===== src/rtl/pin_lockout_ctrl.sv =====
// Wrong-PIN lockout sequencer: counts failed PIN entries, holds the lock timer running
// during lockout, and gates access_grant for the transaction FSM.
//
// state     | meaning
// ----------+-------------------------------------------------------------
// S_IDLE    | no card; outputs idle
// S_ENTRY   | card present, waiting for PIN submissions
// S_GRANTED | correct PIN accepted; session open until card removed
// S_LOCKED  | tries exhausted; timer running, keypad disabled
// S_RELEASE | timer expired; waiting for time_up to clear before unlocking
module pin_lockout_ctrl #(
   parameter int MAX_ATTEMPTS = 3,
   parameter int AW           = 2
) (
   input  logic          clk_i,
   input  logic          rst_ni,
   input  logic          card_in_i,
   input  logic          pin_valid_i,
   input  logic          pin_ok_i,
   input  logic          time_up_i,
   output logic          start_timer_o,
   output logic          locked_o,
   output logic          access_grant_o,
   output logic          pin_fail_o,
   output logic [AW-1:0] attempts_left_o
);

   typedef enum logic [2:0] {
      S_IDLE    = 3'd0,
      S_ENTRY   = 3'd1,
      S_GRANTED = 3'd2,
      S_LOCKED  = 3'd3,
      S_RELEASE = 3'd4
   } state_t;

   localparam logic [AW-1:0] MAX_L = AW'(MAX_ATTEMPTS);
   localparam logic [AW-1:0] ONE_L = AW'(1);

   state_t        state_q, state_d;
   logic          start_q, start_d;
   logic          locked_q, locked_d;
   logic          grant_q, grant_d;
   logic          fail_q, fail_d;
   logic [AW-1:0] attempts_q, attempts_d;

   always_ff @(posedge clk_i or negedge rst_ni) begin
      if (!rst_ni) begin
         state_q    <= S_IDLE;
         start_q    <= 1'b0;
         locked_q   <= 1'b0;
         grant_q    <= 1'b0;
         fail_q     <= 1'b0;
         attempts_q <= MAX_L;
      end else begin
         state_q    <= state_d;
         start_q    <= start_d;
         locked_q   <= locked_d;
         grant_q    <= grant_d;
         fail_q     <= fail_d;
         attempts_q <= attempts_d;
      end
   end

   always_comb begin
      state_d    = state_q;
      start_d    = start_q;
      locked_d   = locked_q;
      grant_d    = grant_q;
      fail_d     = 1'b0;
      attempts_d = attempts_q;
      case (state_q)
         S_IDLE: begin
            start_d  = 1'b0;
            locked_d = 1'b0;
            grant_d  = 1'b0;
            if (card_in_i) state_d = S_ENTRY;
         end
         S_ENTRY: begin
            // Card removal wins over a same-cycle PIN strobe; the count is kept.
            if (!card_in_i) begin
               state_d = S_IDLE;
            end else if (pin_valid_i) begin
               if (pin_ok_i) begin
                  state_d    = S_GRANTED;
                  grant_d    = 1'b1;
                  attempts_d = MAX_L;
               end else if (attempts_q > ONE_L) begin
                  fail_d     = 1'b1;
                  attempts_d = attempts_q - ONE_L;
               end else begin
                  state_d    = S_LOCKED;
                  fail_d     = 1'b1;
                  attempts_d = '0;
                  start_d    = 1'b1;
                  locked_d   = 1'b1;
               end
            end
         end
         S_GRANTED: begin
            grant_d = 1'b1;
            if (!card_in_i) begin
               state_d = S_IDLE;
               grant_d = 1'b0;
            end
         end
         S_LOCKED: begin
            start_d  = 1'b1;
            locked_d = 1'b1;
            if (time_up_i) begin
               state_d    = S_RELEASE;
               start_d    = 1'b0;
               attempts_d = MAX_L;
            end
         end
         S_RELEASE: begin
            // The timer holds time_up one cycle past start_timer falling.
            start_d  = 1'b0;
            locked_d = 1'b1;
            if (!time_up_i) begin
               state_d  = S_IDLE;
               locked_d = 1'b0;
            end
         end
         default: begin
            state_d  = S_IDLE;
            start_d  = 1'b0;
            locked_d = 1'b0;
            grant_d  = 1'b0;
         end
      endcase
   end

   assign start_timer_o   = start_q;
   assign locked_o        = locked_q;
   assign access_grant_o  = grant_q;
   assign pin_fail_o      = fail_q;
   assign attempts_left_o = attempts_q;

endmodule


===== config.mk =====
export PLATFORM = sky130hd
export DESIGN_NAME = pin_lockout_ctrl
export DESIGN_NICKNAME = d
export VERILOG_FILES = /design/src/rtl/pin_lockout_ctrl.sv
export SDC_FILE = /design/constraint.sdc
export NUM_CORES = 1
export LEC_CHECK = 0
export ABC_AREA = 1
export CORE_MARGIN = 2
export CORE_UTILIZATION = 40
export CTS_CLUSTER_DIAMETER = 120
export DETAILED_ROUTE_END_ITERATION = 10
export GPL_TIMING_DRIVEN = 0
export PLACE_DENSITY = 0.65
export SLEW_MARGIN = 40
export SYNTH_ARGS = -nofsm -noshare
export SYNTH_HDL_FRONTEND = slang
export SYNTH_SLANG_ARGS = --single-unit

===== constraint.sdc =====
create_clock -name clk_i -period 1.3 [get_ports clk_i]
set_input_delay 0.26 -clock clk_i [delete_from_list [all_inputs] [get_ports clk_i]]
set_output_delay 0.26 -clock clk_i [all_outputs]
set_load 0.02 [all_outputs]

==> results of run 1 <==
## cell usage after synthesis
cell      number  share of area, %
a21oi_1        2               1.8
dfrtp_1        7                31
dfstp_2        2               9.3
inv_1          9               6.0
inv_2          2               1.3
nand2_1       27                18
nand2_2        1               1.1
nand2_4        1               2.0
nand3_1        9               8.0
nand4_1        3               3.3
nor2_1         7               4.6
nor2_2         1               1.1
nor2_4         2               4.0
nor3_1         1              0.88
o211ai_1       1               1.3
o21a_1         1               1.3
o21ai_0        4               3.5
o21ai_2        1               1.5
## final cells by class
type	instances	area share (%)
sequential	9	31.3
tap	15	2.55
inverter	11	5.61
multi-input combinational	61	41.3
clock buffer	4	3.57
timing repair buffer	13	15.6
## sequential cells by signal (all words and copies together), names as in the netlist
register and flops:
pin_fail_o 1, locked_o 1, start_timer_o 1, access_grant_o 1, state_q 3, attempts_left_o 2
## power breakdown
| part | leakage, nW | internal (mW) | switching, mW | total, mW |
|---|---|---|---|---|
| clock | 0.0150 | 0.119 | 0.107 | 0.225 |
| sequential | 0.109 | 0.424 | 0.109 | 0.533 |
| combinational | 0.274 | 0.359 | 0.545 | 0.904 |
| total | 0.398 | 0.902 | 0.761 | 1.66 |
## cells by family (layout without fill, tap and decap cells)
logic type	count (synthesis)	after routing	share of synthesized area [%]
AOI/OAI and AO/OA	9	9	9.51
buffers and inverters	11	28	7.30
DFF	9	9	40.3
and+or+nand+nor	52	52	42.9
## per-layer routing
layer | global-route usage [%] | vias up
met3 | 4.78 | 4
li1 | - | 296
met1 | 21.3 | 244
met2 | 23.4 | 16
met4 | 13.5 | 0
met5 | 0 | -
## per-stage QoR
step	instance area (um^2)	hold slack [ns]	util (%)	setup WS, ns
2_1_floorplan	566	-0.0356	-	0.219
3_3_place_gp	694	0.467	52.7	-0.199
3_5_place_dp	694	0.479	52.7	-0.212
4_1_cts	708	0.312	53.8	0.0187
5_1_grt	736	0.350	55.8	-0.000921
6_report	736	0.293	55.8	0.0684
## timing repair
| item | in CTS | in global routing |
|---|---|---|
| hold buffers | 0 | 0 |
| setup buffers | 0 | 2 |
| setup endpoints to repair | 6 | 5 |
| gates resized for setup | 13 | 5 |
## how the worst min path moves through the flow
stage / end / cells past startpoint / from
floorplan: access_grant_o$_DFFE_PN0P_ / 0 / rst_ni
global placement: access_grant_o$_DFFE_PN0P_ / 2 / access_grant_o$_DFFE_PN0P_
detailed placement: attempts_left_o[0]$_DFFE_PN1P_ / 2 / attempts_left_o[0]$_DFFE_PN1P_
CTS: start_timer_o$_DFFE_PN0P_ / 1 / rst_ni
global route: start_timer_o$_DFFE_PN0P_ / 1 / rst_ni
finish: start_timer_o$_DFFE_PN0P_ / 1 / rst_ni
==> results.txt, run 1 <==
The actual slew at the worst max-slew pin is 0.434 ns. The post-route met1 wirelength came out at 624 um. The number of cells on the critical path came out at 1.

The average wire per cell in the routed design came out at 11.1 um. The number of core rows is 13. In this run the number of H-tree levels came out at 1. The post-route clock period utilization is 94.7%. The setup-violating endpoint count in the final report is 0. After the last flow step, the layout net total stands at 105.

The count of fill cells added during filler insertion came out at 126. The cell leakage power is 0.398 nW. The number of antenna repair diodes is 0. The post-synthesis register bit count came out at 9. The power density normalized to cell area came out at 2260 nW/um^2. For this run, the register share of the synthesized area comes to 40.3%. The total CTS buffers came out at 3. The cell area after technology mapping is 566 um^2. The cell sitting at the root of the clock tree is a clkbuf_4. The global-route usage over all layers came out at 16.8%. The total overflow reported by the global router is 0.

For the worst setup path, the data required time is 1.04 ns. STA classifies the critical path startpoint as a flop. The number of violations reported at the end of detailed-routing iteration 0 is 9.

The die is 41.6 um wide. The flow ran to the end, and the final reports show no timing, DRC or antenna violations. The largest single stage delay on the critical path is 0.54 ns. The summed negative setup slack over all endpoints came out at 0 ns. Walking the worst path, the cells encountered are buf_2. The number of buffers added on ports came out at 11. The maximum ir drop on the vdd rail came out at 0.00110 V. The library cell used most frequently in the layout, excluding fill and tap cells, is nand2_1.

The setup slack on the worst flop-to-flop path came out at 0.08 ns. Signal routing reaches up to met4. After layout, the minimum clock period comes to 1.23 ns. The total clock sinks came out at 9. The share of layout cells above drive strength 1 came out at 20.4%. The headroom to the max-slew limit came out at 70.9%.

After clock tree synthesis, the clock-pin slew on the worst setup and hold paths is 0.07 ns. The depth of the worst register-to-register path came out at 8. In this run the worst setup path terminates at attempts_left_o[0].

Once detail routing completed, the nets flagged for antenna violations numbered 0. The number of placed instances, taps included is 107. The sum of buffers and inverters on the critical path came out at 1. The number of optimization iterations in the first detailed-route pass came out at 4.

The number of top-level pins came out at 12. The core region is 1320 um^2. The number of remaining DRC errors came out at 0. The worst hold path belongs to the class input port to async pin.

Counting every net in the synthesized netlist gives 87. The largest net degree at the start of global routing came out at 10. The count of different cell masters after synthesis is 18.

The die footprint is 1730 um^2. The clock insertion delay at the later pin of the skew report is 0.27 ns. The wire length of the first global-routing pass is 2160 um. TritonCTS built the clock tree.

The detailed placement HPWL came out at 933 um. The register area came out at 230 um^2. The area occupied by multi-input gates is 304 um^2. After technology mapping, the gate count stands at 81. In this run the worst path has a maximum fanout of 4. The count of final hold-check violations is 0. The final total power is 1.66 mW. For this run, the number of Yosys warnings is 0. The mean instance size in the synthesized netlist came out at 6.98 um^2. The worst clock skew on the final layout is 0.00943 ns. The setup path with the least slack is of type flop to primary output.

Data on the critical path arrives at its endpoint at 0.97 ns. Leaving out fill and tap cells, the most frequent cells in the layout are 27 x nand2_1, 9 x inv_1, 9 x nand3_1. The fmax is 812 MHz. The largest individual stage delay along the critical path comes from the cell dfstp_2. The initial utilization of the core area, before any placement, comes to 42.9%. The total length of routed met2 wires came out at 532 um. The number of global-route vias before repair came to 504.

The worst register-to-register path begins at state_q[0]$_DFFE_PN0P_. The layout-stage area growth over the synthesis result is 30.1%. The routed length on met3 is 51 um.

The detail-routed via count per cell is 4.96. The longest clock path from root to sink contains 2 buffers. The final estimated routing congestion in global placement is 0.902. The critical path startpoint is attempts_left_o[0]$_DFFE_PN1P_. Among cell families on the critical path, the largest total delay comes from flip-flops. The reported max-cap violation count is 0. The max-slew violation count came out at 0. The total wire length is 1250 um. The die boundary height came out at 41.6 um. The worst register-to-register path ends at state_q[0]$_DFFE_PN0P_. The number of standard cells in the final layout excluding fillers came out at 113. STA classifies the critical path endpoint as a primary output.

The total number of vias came out at 560. The initial antenna violation count came out at 0.
Power figures use the tool's default switching activity.
==> run 2: changes to the inputs <==
--- a/config.mk
+++ b/config.mk
@@ -6,12 +6,14 @@
 export NUM_CORES = 1
 export LEC_CHECK = 0
 export ABC_AREA = 1
+export CELL_PAD_IN_SITES_DETAIL_PLACEMENT = 0
+export CELL_PAD_IN_SITES_GLOBAL_PLACEMENT = 1
 export CORE_MARGIN = 2
-export CORE_UTILIZATION = 40
+export CORE_UTILIZATION = 33
 export CTS_CLUSTER_DIAMETER = 120
 export DETAILED_ROUTE_END_ITERATION = 10
 export GPL_TIMING_DRIVEN = 0
-export PLACE_DENSITY = 0.65
+export PLACE_DENSITY_LB_ADDON = 0.1
 export SLEW_MARGIN = 40
 export SYNTH_ARGS = -nofsm -noshare
 export SYNTH_HDL_FRONTEND = slang
==> results.txt, run 2 (synthesis results as in run 1) <==
The detailed placement HPWL was 972 um (+4.2%). The number of standard cells in the final layout excluding fillers came out at 114 (+0.88%). The initial antenna violation count came out at 0 (unchanged). The shortest clock period the worst path allows after layout is 1.25 ns (+0.0207 ns). The startpoint identified for the worst register-to-register timing path is state_q[1]$_DFFE_PN0P_. The die footprint came out at 2060 um^2 (+19%).

The number of nets with antenna violations after routing came out at 0 (unchanged). The number of remaining DRC errors came out at 0 (unchanged). Setup repair after global routing could not meet its margin everywhere. The number of placed instances, taps included came out at 108 (+0.93%).

The total overflow reported by the global router is 0 (unchanged). The reported max-cap violation count came out at 0 (unchanged). The total internal power is 0.898 mW (-0.48%).

The layout-stage area growth over the synthesis result came out at 31.0%. The count of final hold-check violations was 0 (unchanged). The count of fill cells added during filler insertion is 166 (+32%). The detail-routed via count per cell was 4.96 (about the same).

The setup slack on the worst flop-to-flop path is 0.09 ns (about the same). The number of flip-flops under the largest register name is 3 (unchanged). The depth of the worst register-to-register path came out at 6 (-2). The number of global-route vias before repair is 495 (-1.8%). The clock transition at the registers of the reported paths came out at 0.06 ns (about the same). The die boundary height came to 45.4 um (+9.1%).

The total CTS buffers is 3 (unchanged). The headroom to the max-slew limit was 70.8% (-0.14 points). The average wire per cell in the routed design is 11.1 um (about the same). The number of core rows came to 14 (+1). The register bank with the most flops is state_q. The least setup slack across all paths after layout was 0.0477 ns (-0.0207 ns). The data required time of the critical path is 1.45 ns (+0.41 ns). The nature of the critical path startpoint is an input port. The share of total power in sequential cells is 32.4% (+0.3 points).

The net count reported at finish came out at 105 (unchanged). The maximum fanout count along the critical path came out at 5 (+1). The post-route clock period utilization is 96.3% (+1.6 points).

The total number of vias is 565 (+0.89%). The maximum ir drop on the vdd rail came out at 0.000791 V (-28%). The library cells used most frequently in the layout, excluding fill and tap cells, are 26 x nand2_1, 9 x inv_1, 9 x nand3_1. The CTS H-tree depth came to 1 (unchanged). The share of layout cells above drive strength 1 is 23.5% (+3.1 points). By instance count, the cell type seen most on the critical path is nand2_1. The arrival time of data at the critical path endpoint came to 1.41 ns (+0.44 ns). Traced cell by cell, the critical path runs through clkdlybuf4s50_1 > inv_1 > nand3_1 > nand2_1 > nor2_2 > nand2_1 > nand2_1 > nand2_1. The setup-violating endpoint count in the final report came out at 0 (unchanged). The power density normalized to cell area was 2230 nW/um^2 (-1.2%). The number of optimization iterations in the first detailed-route pass was 2 (-2). Leaving out fill and tap cells, the most frequent cell in the layout is nand2_1.

The core area was 1560 um^2 (+18%). The share of power burned in the clock network came out at 13.4% (about the same). The cell at the root of the clock tree is clkbuf_4. The worst setup path category is input port to flop. The TritonCTS clock tree is yes.

The proportion of power drawn by combinational gates is 54.3% (about the same). The number of buffers added on ports came out at 11 (unchanged). The max-slew violation count was 0 (unchanged).

STA classifies the critical path endpoint as a flop. The chip width came out at 45.4 um (+9.1%). The worst clock skew on the final layout is 0.00427 ns (-0.00515 ns). The net switching fraction of the power came out at 45.7% (-0.051 points). The global-route usage over all layers is 15.1% (-1.7 points). The initial cell density of the core came out at 36.3% (-6.6 points). The clock insertion delay at the later pin of the skew report is 0.27 ns (about the same). The number of buffers inserted for hold repair after clock tree synthesis came to 0 (unchanged). Among all stages on the critical path, the largest delay is contributed by clkdlybuf4s50_1. The number of buffers on the longest clock path is 2 (unchanged). The run finished with clean final reports.

The final estimated routing congestion in global placement is 0.811 (-10%). The fmax was 799 MHz (-1.7%). The total clock sinks is 9 (unchanged). The worst hold-check path type is input port to async pin.

The setup slack after placement came to -0.218 ns (-0.00608 ns). The total wire length is 1260 um (+0.88%). The number of top-level pins is 12 (unchanged). The wire length of the first global-routing pass is 2110 um (-2.2%). The number of violations reported at the end of detailed-routing iteration 0 is 9 (unchanged). The largest net degree at the start of global routing came out at 10 (unchanged). The number of antenna repair diodes came out at 0 (unchanged). The endpoint identified for the worst register-to-register timing path is state_q[0]$_DFFE_PN0P_.

The actual slew at the worst max-slew pin is 0.437 ns (+0.00202 ns). The summed negative setup slack over all endpoints came to 0 ns (unchanged). The cell leakage power came to 0.391 nW (-1.7%). The worst stage delay on the critical path is 0.55 ns (about the same). The switching component of the power came out at 0.756 mW (-0.68%). The final total power came out at 1.65 mW (-0.57%).
-- run 2: what timing repair did --
action | in CTS | in global routing
setup endpoints to repair | 7 | 6
pin swaps | 0 | 0
gates resized for setup | 13 | 6
setup buffers | 0 | 2
-- run 2: worst max-delay path: cells and delay by family --
kind	cells	cell delay, ns
buffers and inverters	2	0.67
AND/OR/NAND/NOR	6	0.48
-- run 2: worst max path at each step --
stage                     cells past startpoint                            from                         to  slack [ns]
after floorplan                               5          state_q[2]$_DFFE_PN0P_  start_timer_o$_DFFE_PN0P_        0.22
after global placement                        8                       card_in_i     state_q[0]$_DFFE_PN0P_       -0.22
after detailed placement                      8                       card_in_i     state_q[0]$_DFFE_PN0P_       -0.22
after CTS                                     1  attempts_left_o[1]$_DFFE_PN1P_         attempts_left_o[1]        0.01
after global routing                          8                       card_in_i     state_q[0]$_DFFE_PN0P_       -0.01
final                                         8                       card_in_i     state_q[0]$_DFFE_PN0P_        0.05
-- run 2: cell type report --
cell class | instances | area [um^2] | share of cell area [%]
Timing Repair Buffer | 13 | 113 | 15.2
Inverter | 11 | 41.3 | 5.57
Multi-Input combinational cell | 61 | 312 | 42.1
Sequential cell | 9 | 229 | 30.9
Clock buffer | 4 | 26.3 | 3.55
Tap cell | 16 | 20.0 | 2.70
-- run 2: per-layer routing --
metal,global-route usage (%),wire length [um]
met5,0,0
met4,5.29,11
met3,7.14,64
met2,23.1,584
met1,18.5,602
-- run 2: metrics by stage --
stage	hold WS (ns)	instance area, um^2	utilization [%]
floorplan	-0.0356	566	-
global placement	0.468	696	44.6
detailed placement	0.472	696	44.6
CTS	0.310	709	45.5
global route	0.332	741	47.5
finish	0.299	741	47.5
-- run 2: power groups by stage --
stage               Sequential, mW  Clock, mW  Combinational, mW
floorplan                    0.616          0              0.525
global placement             0.539          0              0.888
detailed placement           0.536          0              0.890
CTS                          0.534      0.235              0.834
global route                 0.551      0.259               1.01
finish                       0.535      0.221              0.898
==> run 3: changes to the inputs <==
--- a/config.mk
+++ b/config.mk
@@ -5,11 +5,10 @@
 export SDC_FILE = /design/constraint.sdc
 export NUM_CORES = 1
 export LEC_CHECK = 0
-export ABC_AREA = 1
 export CELL_PAD_IN_SITES_DETAIL_PLACEMENT = 0
 export CELL_PAD_IN_SITES_GLOBAL_PLACEMENT = 1
 export CORE_MARGIN = 2
-export CORE_UTILIZATION = 33
+export CORE_UTILIZATION = 35
 export CTS_CLUSTER_DIAMETER = 120
 export DETAILED_ROUTE_END_ITERATION = 10
 export GPL_TIMING_DRIVEN = 0
==> results.txt, run 3 <==
The core area is 1330 um^2 (-14%). The worst clock skew on the final layout came out at 0.00314 ns (-0.00113 ns). The proportion of synthesized chip area in sequential cells is 44.3% (+4.0 points). The die footprint came to 1790 um^2 (-13%).

Among all flip-flop cells after synthesis, the most frequent one is dfrtp_1. The clock insertion delay at the later pin of the skew report came out at 0.26 ns (about the same). The net switching fraction of the power is 36.5% (-9.2 points). Setup repair after global routing left no endpoint under its margin.

The share of total power in sequential cells is 42.7% (+10 points). The least setup slack across all paths after layout came out at 0.0412 ns (-0.00650 ns). The total number of vias is 456 (-19%). The number of buffers added on ports came out at 11 (unchanged). The count of final hold-check violations came out at 0 (unchanged). The average wire per cell in the routed design came out at 13.5 um (+22%). The count of different cell masters after synthesis was 26 (+8). The switching component of the power came out at 0.377 mW (-50%). The most frequently used cell type in the post-synthesis netlist is a21oi_1. The largest net degree at the start of global routing is 11 (+1).

The total internal power came out at 0.657 mW (-27%). The total wire length is 1110 um (-12%). The post-synthesis register bit count is 9 (unchanged). The cell leakage power came out at 0.310 nW (-21%).

The share of power burned in the clock network came out at 21.4% (+8.0 points). The library cell with the largest summed area after synthesis is dfrtp_1. By area the synthesized netlist is led by dfrtp_1 34%, dfstp_2 10%, a21oi_1 7.8%. The flow ran to the end, and the final reports show no timing, DRC or antenna violations.

TritonCTS built the clock tree. The number of enable-type register cells in the synthesized netlist came out at 0 (unchanged). The layout-stage area growth over the synthesis result is 28.2%. The number of instances in the synthesized netlist came to 52 (-36%). The detail-routed via count per cell is 5.56 (+12%). The detailed placement HPWL came to 800 um (-18%). The number of top-level pins came out at 12 (unchanged). The proportion of register bits with asynchronous set or reset after synthesis came out at 100% (unchanged). The CTS H-tree depth is 1 (unchanged). The area share of the leading cell type in the synthesized netlist is 34.1% (+3.1 points).

The number of core rows was 13 (-1). The number of nets with antenna violations after routing is 0 (unchanged). The summed negative setup slack over all endpoints came to 0 ns (unchanged). The worst setup path category is flop to primary output. The maximum fanout count along the critical path is 5 (unchanged). The headroom to the max-slew limit is 73.6% (+2.8 points).

The number of optimization iterations in the first detailed-route pass came to 4 (+2). The mean instance size in the synthesized netlist is 9.89 um^2 (+42%). The cell area after technology mapping was 514 um^2 (-9.1%).

The actual slew at the worst max-slew pin came out at 0.395 ns (-0.0418 ns). The synthesized netlist net count was 58 (-33%). The wire length of the first global-routing pass is 1850 um (-12%). The register area is 228 um^2 (-0.55%). The total clock sinks came to 9 (unchanged). The synthesis warning total came to 0 (unchanged). The number of remaining DRC errors came out at 0 (unchanged). The die boundary height is 42.3 um (-6.8%). The nature of the critical path startpoint is a flop. The global-route usage over all layers is 13.8% (-1.3 points). The worst stage delay on the critical path is 0.57 ns (+0.02 ns). state_q holds more flip-flops than any other register.

The number of global-route vias before repair was 402 (-19%). The maximum ir drop on the vdd rail is 0.000699 V (-12%). The count of buffers added by post-CTS timing repair for setup came out at 0 (unchanged). The largest delay contributor family on the critical path is flip-flops. The total overflow reported by the global router came out at 0 (unchanged). The area occupied by multi-input gates came out at 265 um^2 (-15%).

The largest individual stage delay along the critical path comes from the cell dfstp_2. The initial antenna violation count came to 0 (unchanged). Counting instances in the post-synthesis netlist gives the leading cell types as 8 x a21oi_1, 7 x dfrtp_1, 4 x nor2b_1, 3 x nand3_1, 3 x nand3b_1. The worst hold-check path type is input port to async pin. The data required time of the critical path came out at 1.04 ns (-0.41 ns). The arrival time of data at the critical path endpoint is 1.00 ns (-0.41 ns).

The clock transition at the registers of the reported paths came out at 0.07 ns (about the same). In the layout the commonest cells are 8 x a21oi_1, 7 x dfrtp_1, 4 x nor2b_1, 4 x buf_2, 4 x dlygate4sd2_1. The chip width came out at 42.3 um (-6.8%). The fmax came out at 794 MHz (-0.52%). The number of buffers inserted for hold repair after clock tree synthesis is 0 (unchanged).

The share of layout cells above drive strength 1 came out at 17.9% (-5.6 points). The shortest clock period the worst path allows after layout came out at 1.26 ns (+0.00650 ns). The number of antenna repair diodes is 0 (unchanged). The type of element capturing the critical path is a primary output. The max-slew violation count is 0 (unchanged). The net count reported at finish is 74 (-30%). The setup-violating endpoint count in the final report came out at 0 (unchanged). The reported max-cap violation count is 0 (unchanged). The number of buffers on the longest clock path is 2 (unchanged). Leaving out fill and tap cells, the most frequent cell in the layout is a21oi_1. The initial cell density of the core came out at 38.6% (+2.3 points). The sum of buffers and inverters on the critical path came to 1 (-1).

The count of fill cells added during filler insertion is 136 (-18%). The proportion of power drawn by combinational gates is 35.8% (-18 points). The power density normalized to cell area came to 1570 nW/um^2 (-30%). The setup slack after placement is -0.209 ns (+0.00892 ns). The total CTS buffers came out at 3 (unchanged). The post-route clock period utilization came out at 96.8% (+0.50 points). The number of flip-flops under the largest register name came out at 3 (unchanged). The critical path goes through buf_2. The final estimated routing congestion in global placement is 0.685 (-16%).

The cell sitting at the root of the clock tree is a clkbuf_4. The number of violations reported at the end of detailed-routing iteration 0 came to 8 (-1).
==> run 3: cell types whose count changed in the layout (fill, tap and decap cells not counted), moves of 4 or more <==
cell,previous run,this run
nor2_2,4,0
inv_1,9,0
a21oi_1,2,8
nand2_1,26,2
nand3_1,9,3
nor2b_1,0,4
==> run 3: final cells by class <==
type / count / share of cell area [%]
Timing Repair Buffer: 11 / 15.2
Tap cell: 15 / 2.85
Sequential cell: 9 / 34.5
Buffer: 3 / 3.23
Clock buffer: 4 / 3.98
Multi-Input combinational cell: 40 / 40.2
==> run 3: routing by layer <==
metal | track usage, % | wire (um) | share of wire (%)
met1 | 17.3 | 541 | 49
met2 | 21.8 | 504 | 45
met3 | 5.60 | 63 | 5.7
met4 | 3.75 | 0 | 0
met5 | 0 | 0 | 0
==> run 3: cell families (layout without fill, tap and decap cells) <==
group                  Yosys count  after routing  share of synthesized area (%)
flip-flops                       9              9                           44.3
AO/OA/AOI/OAI                   17             17                           21.4
AND/OR/NAND/NOR                 23             23                           30.2
buffers and inverters            3             18                           4.14
==> run 3: power by group through the flow <==
stage	clock network, mW	registers (mW)	logic, mW
after floorplan	0	0.501	0.191
after global routing	0.241	0.457	0.401
after global placement	0	0.449	0.422
final	0.222	0.442	0.371
after detailed placement	0	0.450	0.420
after CTS	0.225	0.443	0.376
==> run 3: timing repair <==
item / in CTS / in global routing
resized for setup: 12 / 2
pin swaps: 0 / 1
setup endpoints to repair: 6 / 1
==> run 3: worst paths after layout <==
check                                          startpoint                             end  slack, ns  cells after the start
min                                                rst_ni            locked_o$_DFFE_PN0P_       0.29                      1
min reg2reg                     start_timer_o$_DFFE_PN0P_       start_timer_o$_DFFE_PN0P_       0.52                      1
max in group asynchronous                          rst_ni  attempts_left_o[0]$_DFFE_PN1P_       0.70                      1
min in group clk_i                               pin_ok_i            pin_fail_o$_DFF_PN0_       0.33                      2
max                        attempts_left_o[1]$_DFFE_PN1P_              attempts_left_o[1]       0.04                      1
max reg2reg                        state_q[1]$_DFFE_PN0P_  attempts_left_o[1]$_DFFE_PN1P_       0.11                      3
==> run 3: per-stage QoR <==
stage               instances  total power, mW  cell area [um^2]  util (%)  hold slack [ns]
floorplan                  52            0.691               514         -          -0.0356
global placement           78            0.871               643      48.2            0.513
detailed placement         78            0.870               643      48.2            0.524
CTS                        82             1.04               654      49.1            0.309
global route               82             1.10               659      49.4            0.317
finish                     82             1.03               659      49.4            0.288
